## src/rtl/weight_stream_loader.sv

```systemverilog
// weight_stream_loader
// Write stage of the weight memory. It takes the weight AXI-stream and scatters
// the beats across NUMBER_OF_WEIGHT_LINE_BUFFERS banked line buffers. The order
// is bank first, then line, then buffer. It also checks the frame length
// against tlast.
//
// Ports
//   clk, reset            clock and synchronous active-high reset
//   i_start               pulse that starts a load; ignored unless idle
//   i_base_addr           first line address used in every buffer
//   i_line_count          lines per buffer for this load (0 is treated as 1)
//   s_axis_*              weight stream: one beat is one bank word
//   o_write_port_*        line-buffer write ports, registered, 1-cycle latency
//   o_busy                load or drain in progress
//   o_done                one-cycle pulse at the end of a load
//   o_error               sticky frame-length error, cleared by the next start
//
// Build option
//   WEIGHT_STREAM_LOADER_BEAT_COUNT_EN adds o_beat_count[31:0]. It counts the
//   beats accepted since the last start, drained beats included, and it
//   saturates at its maximum value.
//
// States
//   state | meaning
//   IDLE  | waiting for i_start, tready low
//   LOAD  | accepting beats and writing them to the line buffers
//   DRAIN | frame was too long, so beats are discarded until tlast

module weight_stream_loader #(
  parameter int WEIGHT_BANK_BIT_WIDTH         = 64,
  parameter int WEIGHT_BUFFER_BANK_COUNT      = 8,
  parameter int WEIGHT_LINE_BUFFER_DEPTH      = 512,
  parameter int NUMBER_OF_WEIGHT_LINE_BUFFERS = 3,
  localparam int ADDR_W = $clog2(WEIGHT_LINE_BUFFER_DEPTH),
  localparam int DW     = WEIGHT_BANK_BIT_WIDTH,
  localparam int BC     = WEIGHT_BUFFER_BANK_COUNT,
  localparam int NLB    = NUMBER_OF_WEIGHT_LINE_BUFFERS
) (
  input  logic                  clk,
  input  logic                  reset,
  input  logic                  i_start,
  input  logic [ADDR_W-1:0]     i_base_addr,
  input  logic [ADDR_W:0]       i_line_count,
  input  logic [DW-1:0]         s_axis_tdata,
  input  logic                  s_axis_tvalid,
  input  logic                  s_axis_tlast,
  output logic                  s_axis_tready,
  output logic [NLB-1:0]        o_write_port_enable,
  output logic [NLB*BC-1:0]     o_write_port_wen,
  output logic [NLB*ADDR_W-1:0] o_write_port_addr,
  output logic [DW*BC-1:0]      o_write_port_data_in,
  output logic                  o_busy,
  output logic                  o_done,
  output logic                  o_error
`ifdef WEIGHT_STREAM_LOADER_BEAT_COUNT_EN
  ,
  output logic [31:0]           o_beat_count
`endif
);

  localparam int BANK_W = (BC > 1) ? $clog2(BC) : 1;
  localparam int BUF_W  = (NLB > 1) ? $clog2(NLB) : 1;
  localparam logic [BANK_W-1:0] BANK_LAST = BANK_W'(BC - 1);
  localparam logic [BUF_W-1:0]  BUF_LAST  = BUF_W'(NLB - 1);
  localparam logic [BANK_W-1:0] BANK_ONE  = BANK_W'(1);
  localparam logic [BUF_W-1:0]  BUF_ONE   = BUF_W'(1);
  localparam logic [ADDR_W-1:0] LINE_ONE  = ADDR_W'(1);
  localparam logic [ADDR_W:0]   CNT_ONE   = (ADDR_W + 1)'(1);

  typedef enum logic [1:0] {
    ST_IDLE  = 2'd0,
    ST_LOAD  = 2'd1,
    ST_DRAIN = 2'd2
  } state_t;

  state_t                state_q, state_d;
  logic [ADDR_W-1:0]     base_q, base_d;
  logic [ADDR_W:0]       count_q, count_d;
  logic [BANK_W-1:0]     bank_q, bank_d;
  logic [ADDR_W-1:0]     line_q, line_d;
  logic [BUF_W-1:0]      buf_q, buf_d;
  logic [NLB-1:0]        en_q, en_d;
  logic [NLB*BC-1:0]     wen_q, wen_d;
  logic [NLB*ADDR_W-1:0] addr_q, addr_d;
  logic [DW*BC-1:0]      data_q, data_d;
  logic                  done_q, done_d;
  logic                  error_q, error_d;

  logic                  ready;
  logic                  beat_acc;
  logic                  last_line;
  logic                  last_beat;
  logic [ADDR_W-1:0]     line_addr;

  assign ready    = (state_q != ST_IDLE);
  assign beat_acc = s_axis_tvalid && ready;

  assign last_line = ({1'b0, line_q} == (count_q - CNT_ONE));
  assign last_beat = (bank_q == BANK_LAST) && last_line && (buf_q == BUF_LAST);
  // The carry is dropped, so the address wraps modulo the buffer depth.
  assign line_addr = base_q + line_q;

  always_ff @(posedge clk) begin
    if (reset) begin
      state_q <= ST_IDLE;
      base_q  <= '0;
      count_q <= '0;
      bank_q  <= '0;
      line_q  <= '0;
      buf_q   <= '0;
      en_q    <= '0;
      wen_q   <= '0;
      addr_q  <= '0;
      data_q  <= '0;
      done_q  <= 1'b0;
      error_q <= 1'b0;
    end else begin
      state_q <= state_d;
      base_q  <= base_d;
      count_q <= count_d;
      bank_q  <= bank_d;
      line_q  <= line_d;
      buf_q   <= buf_d;
      en_q    <= en_d;
      wen_q   <= wen_d;
      addr_q  <= addr_d;
      data_q  <= data_d;
      done_q  <= done_d;
      error_q <= error_d;
    end
  end

  always_comb begin
    state_d = state_q;
    base_d  = base_q;
    count_d = count_q;
    bank_d  = bank_q;
    line_d  = line_q;
    buf_d   = buf_q;
    en_d    = '0;
    wen_d   = '0;
    addr_d  = addr_q;
    data_d  = data_q;
    done_d  = 1'b0;
    error_d = error_q;

    case (state_q)
      ST_IDLE: begin
        if (i_start) begin
          state_d = ST_LOAD;
          base_d  = i_base_addr;
          count_d = (i_line_count == '0) ? CNT_ONE : i_line_count;
          bank_d  = '0;
          line_d  = '0;
          buf_d   = '0;
          error_d = 1'b0;
        end
      end

      ST_LOAD: begin
        if (beat_acc) begin
          for (int b = 0; b < NLB; b++) begin
            if (buf_q == BUF_W'(b)) begin
              en_d[b] = 1'b1;
            end
            for (int k = 0; k < BC; k++) begin
              if ((buf_q == BUF_W'(b)) && (bank_q == BANK_W'(k))) begin
                wen_d[b*BC + k] = 1'b1;
              end
            end
          end
          addr_d = {NLB{line_addr}};
          data_d = {BC{s_axis_tdata}};

          if (last_beat && s_axis_tlast) begin
            state_d = ST_IDLE;
            done_d  = 1'b1;
          end else if (s_axis_tlast) begin
            // The frame ended early. The lines written so far are kept.
            state_d = ST_IDLE;
            done_d  = 1'b1;
            error_d = 1'b1;
          end else if (last_beat) begin
            // The frame is too long. Discard the rest of it up to tlast.
            state_d = ST_DRAIN;
            error_d = 1'b1;
          end else if (bank_q == BANK_LAST) begin
            bank_d = '0;
            if (last_line) begin
              line_d = '0;
              buf_d  = buf_q + BUF_ONE;
            end else begin
              line_d = line_q + LINE_ONE;
            end
          end else begin
            bank_d = bank_q + BANK_ONE;
          end
        end
      end

      ST_DRAIN: begin
        if (beat_acc && s_axis_tlast) begin
          state_d = ST_IDLE;
          done_d  = 1'b1;
        end
      end

      default: begin
        state_d = ST_IDLE;
      end
    endcase
  end

  assign s_axis_tready        = ready;
  assign o_busy               = ready;
  assign o_write_port_enable  = en_q;
  assign o_write_port_wen     = wen_q;
  assign o_write_port_addr    = addr_q;
  assign o_write_port_data_in = data_q;
  assign o_done               = done_q;
  assign o_error              = error_q;

`ifdef WEIGHT_STREAM_LOADER_BEAT_COUNT_EN
  logic [31:0] beat_cnt_q, beat_cnt_d;

  always_comb begin
    beat_cnt_d = beat_cnt_q;
    if ((state_q == ST_IDLE) && i_start) begin
      beat_cnt_d = '0;
    end else if (beat_acc && (beat_cnt_q != 32'hFFFF_FFFF)) begin
      beat_cnt_d = beat_cnt_q + 32'd1;
    end
  end

  always_ff @(posedge clk) begin
    if (reset) begin
      beat_cnt_q <= '0;
    end else begin
      beat_cnt_q <= beat_cnt_d;
    end
  end

  assign o_beat_count = beat_cnt_q;
`endif

endmodule

```

## config.mk

```make
export PLATFORM = sky130hd
export DESIGN_NAME = weight_stream_loader
export DESIGN_NICKNAME = d
export VERILOG_FILES = /design/src/rtl/weight_stream_loader.sv
export SDC_FILE = /design/constraint.sdc
export NUM_CORES = 1
export LEC_CHECK = 0
export ABC_CLOCK_PERIOD_IN_PS = 4600
export CAP_MARGIN = 5
export CORE_AREA = 4 4 255 257
export DETAILED_ROUTE_END_ITERATION = 12
export DIE_AREA = 0 0 259 261
export PLACE_DENSITY = 0.49
export SYNTH_ARGS = -nofsm -noshare
export SYNTH_HDL_FRONTEND = slang
export SYNTH_SLANG_ARGS = --single-unit
export TNS_END_PERCENT = 1
```

## constraint.sdc

```tcl
create_clock -name clk -period 4.6 [get_ports clk]
set_input_delay 0.92 -clock clk [delete_from_list [all_inputs] [get_ports clk]]
set_output_delay 0.92 -clock clk [all_outputs]
set_load 0.03 [all_outputs]
```

Word-level counts from Yosys, hierarchy flattened
Cells that the tools add are included.

storage, ports and cells
  output and inout bits = 570
  input port bits = 88
  register bits = 603

cells by class
  bitwise gates (word level) = 2
  $add $sub $neg = 5
  reduce and logical (&&, ||, !) cells = 43
  eq/ne operators = 22
  mux-type cells = 69

operators with widths
  kind                   number
  $mux 9                 7
  $mux 1                 36
  $logic_and 1x1->1      29
  $mux 2                 13
  $mux 3                 6
  $pmux 9 s2             1
  $ne 2x2->1 const B     8
  $eq 3x3->1 const B     4
  $eq 9x10->1            1
  $logic_not 10->1       1
  $mux 10                1
  $sub 10x1->10 const B  1
  $add 9x1->9 const B    1
  $add 9x9->9            1
  $reduce_and 8->1       1
  $reduce_and 7->1       1
  $eq 3x2->1 const B     2
  $pmux 2 s3             1
  $pmux 3 s2             1
  $reduce_and 6->1       1
  $reduce_and 5->1       1
  $eq 2x1->1 const B     2
  $eq 2x2->1 const B     2
  $logic_not 2->1        2
  other kinds (13)       17

Depth between registers and ports, before layout
Gate-level depths: netlist of the first run.

  word-level depth = 9
  depth in mapped cells = 11
  depth with buffers taken out = 10

Worst setup path before layout of the first run
No wires, ideal clock.

  path type = flip-flop to flip-flop
  from = register count_q[0]
  to = register line_q[8]
  path buffers = 0
  data arrival time = 2697 ps
  clock period less this slack = 2769 ps
  cell stages (with the launch flop) = 10
  setup time = 72 ps
  data required time = 4528 ps
  setup slack = 1831 ps
  path through = dfxtp_1 -> inv_1 -> ha_1 -> nor3b_2 -> a211oi_1 -> o32ai_1 -> a2111oi_4 -> a31o_2 -> a2111oi_0 -> mux2i_1

between the ends
  cells in the longest elaborated chain, start to end = 9

ends and longest elaborated chain
  what                      RTL line  RTL
  start: declaration        78        logic [ADDR_W:0] count_q, count_d;
  start signal: assignment  120       count_q <= count_d;
  $sub 10x1->10 *           98        assign last_line = ({1'b0, line_q} == (count_q - CNT_ONE));
  $eq 9x10->1 *             98
  $mux 9                    189       if (last_line) begin
  $mux 9                    187       end else if (bank_q == BANK_LAST) begin
  $mux 9                    183       end else if (last_beat) begin
  $mux 9                    178       end else if (s_axis_tlast) begin
  $mux 9                    175       if (last_beat && s_axis_tlast) begin
  $mux 9                    161       if (beat_acc) begin
  $pmux 9 s2                147       case (state_q)
  end signal: assignment    122       line_q <= line_d;
  end: declaration          80        logic [ADDR_W-1:0] line_q, line_d;

Mark *: on every way between the ends. The rest lies on a longest branch, timed or not. The select of a mux whose other input is x is not followed.
A chain may end at the register's enable or synchronous reset.

Worst setup path in the final report of the first run
Same ends and word-level chain as after synthesis.

==> results.sh, run 1 <==
export IMPL_finalWeightedCongestion=0.7523
export IMPL_ant_nets=0
export IMPL_synth_edff_count=0
export IMPL_place_area_um2=13240
export IMPL_start_util_pct=14.67
export IMPL_avgViaCountPerCell=3.404
export IMPL_drv_cap=0
export IMPL_max_stage_delay_ns=0.52
export IMPL_period_share_pct=68.33
export IMPL_yosys_area_share_simple_pct=14.49
export IMPL_most_common_layout_cells="656 x clkdlybuf4s50_1, 203 x nand2_1, 137 x dfxtp_1, 103 x a21oi_1, 34 x nor2_1"
export IMPL_htreeDepth=4
export IMPL_synth_adder_area_share_pct=3.207
export IMPL_synthDistinctLibCells=56
export IMPL_cts_tree="yes"
export IMPL_crit_start="count_q[0]$_SDFFE_PP0P_"
export IMPL_max_freq_ghz=0.3182
export IMPL_nFillCells=6828
export IMPL_crit_type="reg2reg"
export IMPL_clock_tree_root_cell="clkbuf_16"
export IMPL_endpoint="line_q[8]$_SDFFE_PP0P_"
export IMPL_synth_nets=1279
export IMPL_clk_pin_slew_ns=0.06
export IMPL_grt_max_degree=77
export IMPL_status="complete, no violations"
export IMPL_crit_chain="inv_1 > ha_1 > nor3b_2 > a211oi_1 > o32ai_1 > a2111oi_4 > a31o_2 > a2111oi_0 > mux2i_1"
export IMPL_min_from="base_q[2]$_SDFFE_PP0P_"
export IMPL_clock_sinks=137
export IMPL_syn_avg_cell_area_um2=7.882
export IMPL_grt_ovfl_total=0
export IMPL_ys_seq_elements=137
export IMPL_drcViolationCount=0
export IMPL_ff2ff_path_depth=9
export IMPL_clockPowerShare_pct=29.6
export IMPL_synth_compound_area_share_pct=8.983
export IMPL_design_area_um2=13810
export IMPL_slowest_stage="a2111oi_0"
export IMPL_ioPinCount=658
export IMPL_holdPathStages=2
export IMPL_cts_inserted_buffers=17
export IMPL_fp_dieH_um=261
export IMPL_cts_resized=0
export IMPL_first_global_vias=7122
export IMPL_regToRegEndpoint="line_q[8]$_SDFFE_PP0P_"
export IMPL_synth_area_um2=9206
export IMPL_hold_viol=0
export IMPL_drt_iter0_drc=292
export IMPL_fin_crit_ns=3.143
export IMPL_finalClockSkew_ns=0.009599
export IMPL_io_buffer_count=657
export IMPL_dieWidth_um=259
export IMPL_dp_slack_ns=1.082
export IMPL_cts_hold_buf=0
export IMPL_drive_above_1_share_pct=3.761
export IMPL_seqPwrFrac_pct=31.6
export IMPL_grt_pass1_wl_mm=48.90
export IMPL_synth_xor_area_share_pct=1.808
export IMPL_grt_usage_pct=9.706
export IMPL_vdd_ir_drop_max_mv=0.2585
export IMPL_relSlewSlack_pct=39.01
export IMPL_vias=7499
export IMPL_wire_per_inst_um=15.99
export IMPL_synthMuxAreaShare_pct=0.9785
export IMPL_synth_top_family_by_area="buffers and inverters"
export IMPL_critPathMaxFanout=8
export IMPL_syn_to_final_growth_pct=50.00
export IMPL_cts_buffer_depth=2
export IMPL_arrival_ns=3.53
export IMPL_setup_ws_ns=1.457
export IMPL_finalSetupTns_ns=0
export IMPL_clk_latency_ns=0.46
export IMPL_rows=92
export IMPL_synthCells=1168
export IMPL_fp_dieArea_um2=67600
export IMPL_dpl_hpwl_mm=28.63
export IMPL_setup_violations=0
export IMPL_synthArstFlopShare_pct=0
export IMPL_pwr_share_comb_pct=38.8
export IMPL_worst_setup_path_end_kind="register"
export IMPL_startpoint_type="register"
export IMPL_ys_seq_area_share_pct=29.79
export IMPL_power_density_nw_per_um2=326.4
export IMPL_power_net_switching_w=0.001786
export IMPL_dr_pass1_iters=4
export IMPL_grt_antenna_before_repair=1
export IMPL_yosys_warnings=0
export IMPL_final_common_cell="clkdlybuf4s50_1"
export IMPL_rsz0062_at_grt="no"
export IMPL_worstPathRequired_ns=4.98
export IMPL_wl_mm=35.23
export IMPL_p_leak_nw=4.582
export IMPL_fin_util_pct=22.01
export IMPL_p_int_w=0.002721
export IMPL_rr_startpoint="count_q[0]$_SDFFE_PP0P_"
export IMPL_post_cts_setup_buffer_count=0
export IMPL_core_area_um2=62740
export IMPL_reg2reg_slack_ns=1.46
export IMPL_final_net_count=1454
export IMPL_drv_slew=0
export IMPL_dp_cells=2169
export IMPL_min_path_type="reg2reg"
export IMPL_worst_slew_pin_slew_ns=0.9148
export IMPL_finalNonFillerCells=2203
export IMPL_ys_flop_type="dfxtp_1"
export IMPL_switching_share_pct=39.62
==> synthesized netlist by cell type (2+ instances only) <==
library cell | number | area share [%]
nor4b_1 | 2 | 0.19
inv_1 | 24 | 0.98
clkbuf_1 | 32 | 1.3
nand3_1 | 12 | 0.65
nor3b_1 | 3 | 0.24
a31oi_1 | 5 | 0.34
a21boi_0 | 2 | 0.16
mux2i_1 | 9 | 0.98
nor2b_1 | 3 | 0.20
o21a_1 | 2 | 0.16
nand2_1 | 203 | 8.3
nand2b_1 | 9 | 0.61
ha_1 | 22 | 3.0
o21ai_0 | 7 | 0.38
a21oi_1 | 103 | 5.6
nor3_1 | 13 | 0.71
buf_4 | 467 | 38
a211o_1 | 2 | 0.19
xor2_1 | 6 | 0.57
buf_1 | 7 | 0.29
dfxtp_1 | 137 | 30
a211oi_1 | 5 | 0.41
and3_1 | 9 | 0.61
nor2_1 | 34 | 1.4
nor4_2 | 3 | 0.41
nand4_1 | 4 | 0.27
nor4_1 | 2 | 0.14
xnor2_1 | 13 | 1.2
==> worst min path at each step <==
| stage | to |
|---|---|
| after floorplan | base_q[0]$_SDFFE_PP0P_ |
| after global placement | base_q[2]$_SDFFE_PP0P_ |
| after detailed placement | base_q[2]$_SDFFE_PP0P_ |
| after CTS | base_q[2]$_SDFFE_PP0P_ |
| after global routing | base_q[2]$_SDFFE_PP0P_ |
| final | base_q[2]$_SDFFE_PP0P_ |
==> power groups by stage <==
stage / logic [W] / registers [W] / clock network, W
after global placement: 0.00176 / 0.00145 / 0
after global routing: 0.00184 / 0.00145 / 0.00144
after CTS: 0.00177 / 0.00143 / 0.00141
after detailed placement: 0.00176 / 0.00146 / 0
final: 0.00175 / 0.00142 / 0.00134
after floorplan: 0.00126 / 0.00146 / 0
==> logic make-up after synthesis <==
group | count (synthesis)
AOI/OAI and AO/OA | 142
xor gates and xnor gates | 19
adders and majority gates | 23
buffers and inverters | 532
DFF | 137
muxes | 9
and+or+nand+nor | 306
==> registers in the layout, indices dropped and copies added (netlist names) <==
register / flops
o_error: 1
state_q: 2
o_write_port_enable: 3
o_done: 1
base_q: 9
o_write_port_wen: 24
line_q: 9
buf_q: 2
o_write_port_data_in: 64
bank_q: 3
o_write_port_addr: 9
count_q: 10
==> worst max-delay path, delay by kind of cell, from the launching register on <==
family                     cells  cell delay, ns
adders and majority gates      1            0.24
buffers and inverters          1            0.11
muxes                          1            0.24
and+or+nand+nor                1            0.48
DFF                            1            0.36
AOI/OAI and AO/OA              5            1.63
==> stage by stage <==
stage	hold WS (ns)	total power, W
floorplan	0.4406	0.002717
global placement	0.4548	0.003207
detailed placement	0.4608	0.003220
CTS	0.4693	0.004613
global route	0.4997	0.004736
finish	0.4615	0.004507
==> routing by layer <==
layer,GRT usage (%),vias up,share of wire [%]
li1,-,3626,-
met5,0,-,0
met2,17.27,290,52
met4,2.519,0,1.2
met1,11.56,3557,41
met3,2.688,26,5.9
==> layout make-up <==
class / count / area (um^2) / area share [%]
Timing Repair Buffer: 663 / 6619 / 47.93
Sequential cell: 137 / 2743 / 19.86
Multi-Input combinational cell: 499 / 2730 / 19.77
Tap cell: 846 / 1059 / 7.665
Clock buffer: 19 / 442.9 / 3.207
Clock inverter: 13 / 120.1 / 0.8698
Inverter: 25 / 93.84 / 0.6795
Antenna cell: 1 / 2.502 / 0.01812
No activity file was read; power rests on OpenSTA's default activity.
==> run 2: changes to the inputs <==
--- a/config.mk
+++ b/config.mk
@@ -5,12 +5,12 @@
 export SDC_FILE = /design/constraint.sdc
 export NUM_CORES = 1
 export LEC_CHECK = 0
-export ABC_CLOCK_PERIOD_IN_PS = 4600
+export ABC_CLOCK_PERIOD_IN_PS = 2750
 export CAP_MARGIN = 5
 export CORE_AREA = 4 4 255 257
 export DETAILED_ROUTE_END_ITERATION = 12
 export DIE_AREA = 0 0 259 261
-export PLACE_DENSITY = 0.49
+export PLACE_DENSITY = 0.5
 export SYNTH_ARGS = -nofsm -noshare
 export SYNTH_HDL_FRONTEND = slang
 export SYNTH_SLANG_ARGS = --single-unit
==> constraint.sdc (replaced) <==
create_clock -name clk -period 2.75 [get_ports clk]
set_input_delay 0.55 -clock clk [delete_from_list [all_inputs] [get_ports clk]]
set_output_delay 0.55 -clock clk [all_outputs]
set_load 0.03 [all_outputs]
==> run 2 against run 1 <==
Critical path depth is the same; cell count increased by 0.95%; largest power group unchanged; worst setup slack got worse by 1.3 ns; largest cell class unchanged; hold slack got worse by 0.0070 ns; critical endpoint is now bank_q[1]$_SDFFE_PP0P_; total power is 67% higher; combinational power up 74%; count of clock-buffer cells in the layout is the same; utilization up 0.27 points.
==> results.sh, run 2 (same netlist as run 1, synthesis figures left out) <==
export IMPL_ant_nets=0
export IMPL_wire_per_inst_um=15.94
export IMPL_seqPwrFrac_pct=31.1
export IMPL_p_leak_nw=4.712
export IMPL_ioPinCount=658
export IMPL_fp_dieArea_um2=67600
export IMPL_final_common_cell="clkdlybuf4s50_1"
export IMPL_p_int_w=0.004504
export IMPL_drv_cap=0
export IMPL_vdd_ir_drop_max_mv=0.4572
export IMPL_crit_chain="inv_1 > ha_1 > nor3b_4 > a2111oi_2 > o32ai_2 > a2111oi_4 > a31oi_2 > or3_1 > a31oi_1"
export IMPL_nFillCells=6823
export IMPL_avgViaCountPerCell=3.424
export IMPL_drcViolationCount=0
export IMPL_arrival_ns=3.02
export IMPL_htreeDepth=4
export IMPL_path_buf_inv=1
export IMPL_start_util_pct=14.67
export IMPL_largest_reg_flops=64
export IMPL_clk_pin_slew_ns=0.07
export IMPL_min_path_type="reg2reg"
export IMPL_clock_tree_root_cell="clkbuf_16"
export IMPL_drt_iter0_drc=268
export IMPL_crit_type="reg2reg"
export IMPL_worst_setup_path_end_kind="register"
export IMPL_slowest_stage="dfxtp_1"
export IMPL_dieWidth_um=259
export IMPL_worst_slew_pin_slew_ns=0.5524
export IMPL_grt_antenna_before_repair=1
export IMPL_max_stage_delay_ns=0.44
export IMPL_dp_cells=2190
export IMPL_hold_viol=0
export IMPL_finalClockSkew_ns=0.01467
export IMPL_cts_buffer_depth=2
export IMPL_status="complete, no violations"
export IMPL_cts_tree="yes"
export IMPL_grt_max_degree=79
export IMPL_grt_usage_pct=9.650
export IMPL_pwr_share_comb_pct=40.5
export IMPL_finalNonFillerCells=2224
export IMPL_cts_hold_buf=0
export IMPL_rows=92
export IMPL_io_buffer_count=657
export IMPL_fin_crit_ns=2.629
export IMPL_power_net_switching_w=0.003013
export IMPL_cts_inserted_buffers=17
export IMPL_startpoint_type="register"
export IMPL_power_density_nw_per_um2=537.8
export IMPL_setup_violations=0
export IMPL_period_share_pct=95.59
export IMPL_relSlewSlack_pct=62.65
export IMPL_finalSetupTns_ns=0
export IMPL_post_cts_setup_buffer_count=0
export IMPL_fp_dieH_um=261
export IMPL_most_common_layout_cells="654 x clkdlybuf4s50_1, 203 x nand2_1, 136 x dfxtp_1, 103 x a21oi_1, 34 x nor2_1"
export IMPL_clk_latency_ns=0.46
export IMPL_rsz0062_at_grt="yes"
export IMPL_first_global_vias=7217
export IMPL_clockPowerShare_pct=28.4
export IMPL_dr_pass1_iters=4
export IMPL_core_area_um2=62740
export IMPL_dpl_hpwl_mm=28.87
export IMPL_vias=7616
export IMPL_drv_slew=0
export IMPL_syn_to_final_growth_pct=51.81
export IMPL_final_net_count=1474
export IMPL_cp_top_family="compound AO/OA/AOI/OAI gates"
export IMPL_clock_sinks=137
export IMPL_worstPathRequired_ns=3.15
export IMPL_grt_pass1_wl_mm=48.71
export IMPL_drive_above_1_share_pct=5.233
export IMPL_switching_share_pct=40.08
export IMPL_max_freq_ghz=0.3804
export IMPL_grt_ovfl_total=0
export IMPL_critPathMaxFanout=7
export IMPL_finalWeightedCongestion=0.7777
export IMPL_wl_mm=35.46
-- run 2: metal layers --
| metal | global-route usage (%) | share of wire [%] | wire [um] | vias up |
|---|---|---|---|---|
| met2 | 17.43 | 52 | 18390 | 293 |
| met1 | 11.16 | 40 | 14330 | 3627 |
| met3 | 2.746 | 6.3 | 2219 | 28 |
| met5 | 0 | 0 | 0 | - |
| li1 | - | - | - | 3668 |
| met4 | 2.684 | 1.4 | 514 | 0 |
-- run 2: repair_timing --
item	in CTS	in global routing
endpoints found under the hold margin	0	0
endpoints found under the setup margin	1	5
gates resized for setup	1	4
-- run 2: worst paths after layout --
check / startpoint / cells after the start / slack, ns / to
worst max register to register: count_q[1]$_SDFFE_PP0P_ / 9 / 0.12 / bank_q[1]$_SDFFE_PP0P_
worst min register to register: o_write_port_data_in[451]$_SDFFE_PP0P_ / 2 / 0.45 / o_write_port_data_in[451]$_SDFFE_PP0P_
worst min-delay path: o_write_port_data_in[451]$_SDFFE_PP0P_ / 2 / 0.45 / o_write_port_data_in[451]$_SDFFE_PP0P_
worst max-delay path: count_q[1]$_SDFFE_PP0P_ / 9 / 0.12 / bank_q[1]$_SDFFE_PP0P_
-- run 2: metrics by stage --
stage / hold slack, ns / total power (W) / worst slack (ns) / util [%] / instance area (um^2)
floorplan: 0.4406 / 0.004551 / 0.05012 / - / 9213
global placement: 0.4522 / 0.005436 / 0.1161 / 21.40 / 13430
detailed placement: 0.4504 / 0.005461 / 0.1156 / 21.40 / 13430
CTS: 0.4501 / 0.007672 / 0.02698 / 22.25 / 13960
global route: 0.4910 / 0.007895 / -0.07249 / 22.27 / 13970
finish: 0.4546 / 0.007517 / 0.1214 / 22.28 / 13980
-- run 2: final cells by class --
type	instances	area (um^2)	area share, %
Antenna cell	2	5.005	0.03581
Clock buffer	19	432.9	3.098
Clock inverter	13	97.59	0.6983
Inverter	25	93.84	0.6714
Multi-Input combinational cell	499	2745	19.64
Sequential cell	137	2744	19.63
Tap cell	846	1059	7.574
Timing Repair Buffer	683	6799	48.65
-- run 2: tightest hold or removal path, delay by kind of cell, from the launching register on --
family           cells  cell delay, ns
flip-flops           1            0.31
AND/OR/NAND/NOR      1            0.05
AO/OA/AOI/OAI        1            0.05
-- run 2: power by group through the flow --
stage          registers [W]  logic (W)  clock network, W
2_1_floorplan        0.00244    0.00211                 0
3_3_place_gp         0.00238    0.00306                 0
3_5_place_dp         0.00239    0.00307                 0
4_1_cts              0.00235    0.00308           0.00225
5_1_grt              0.00237    0.00322           0.00230
6_report             0.00234    0.00304           0.00213
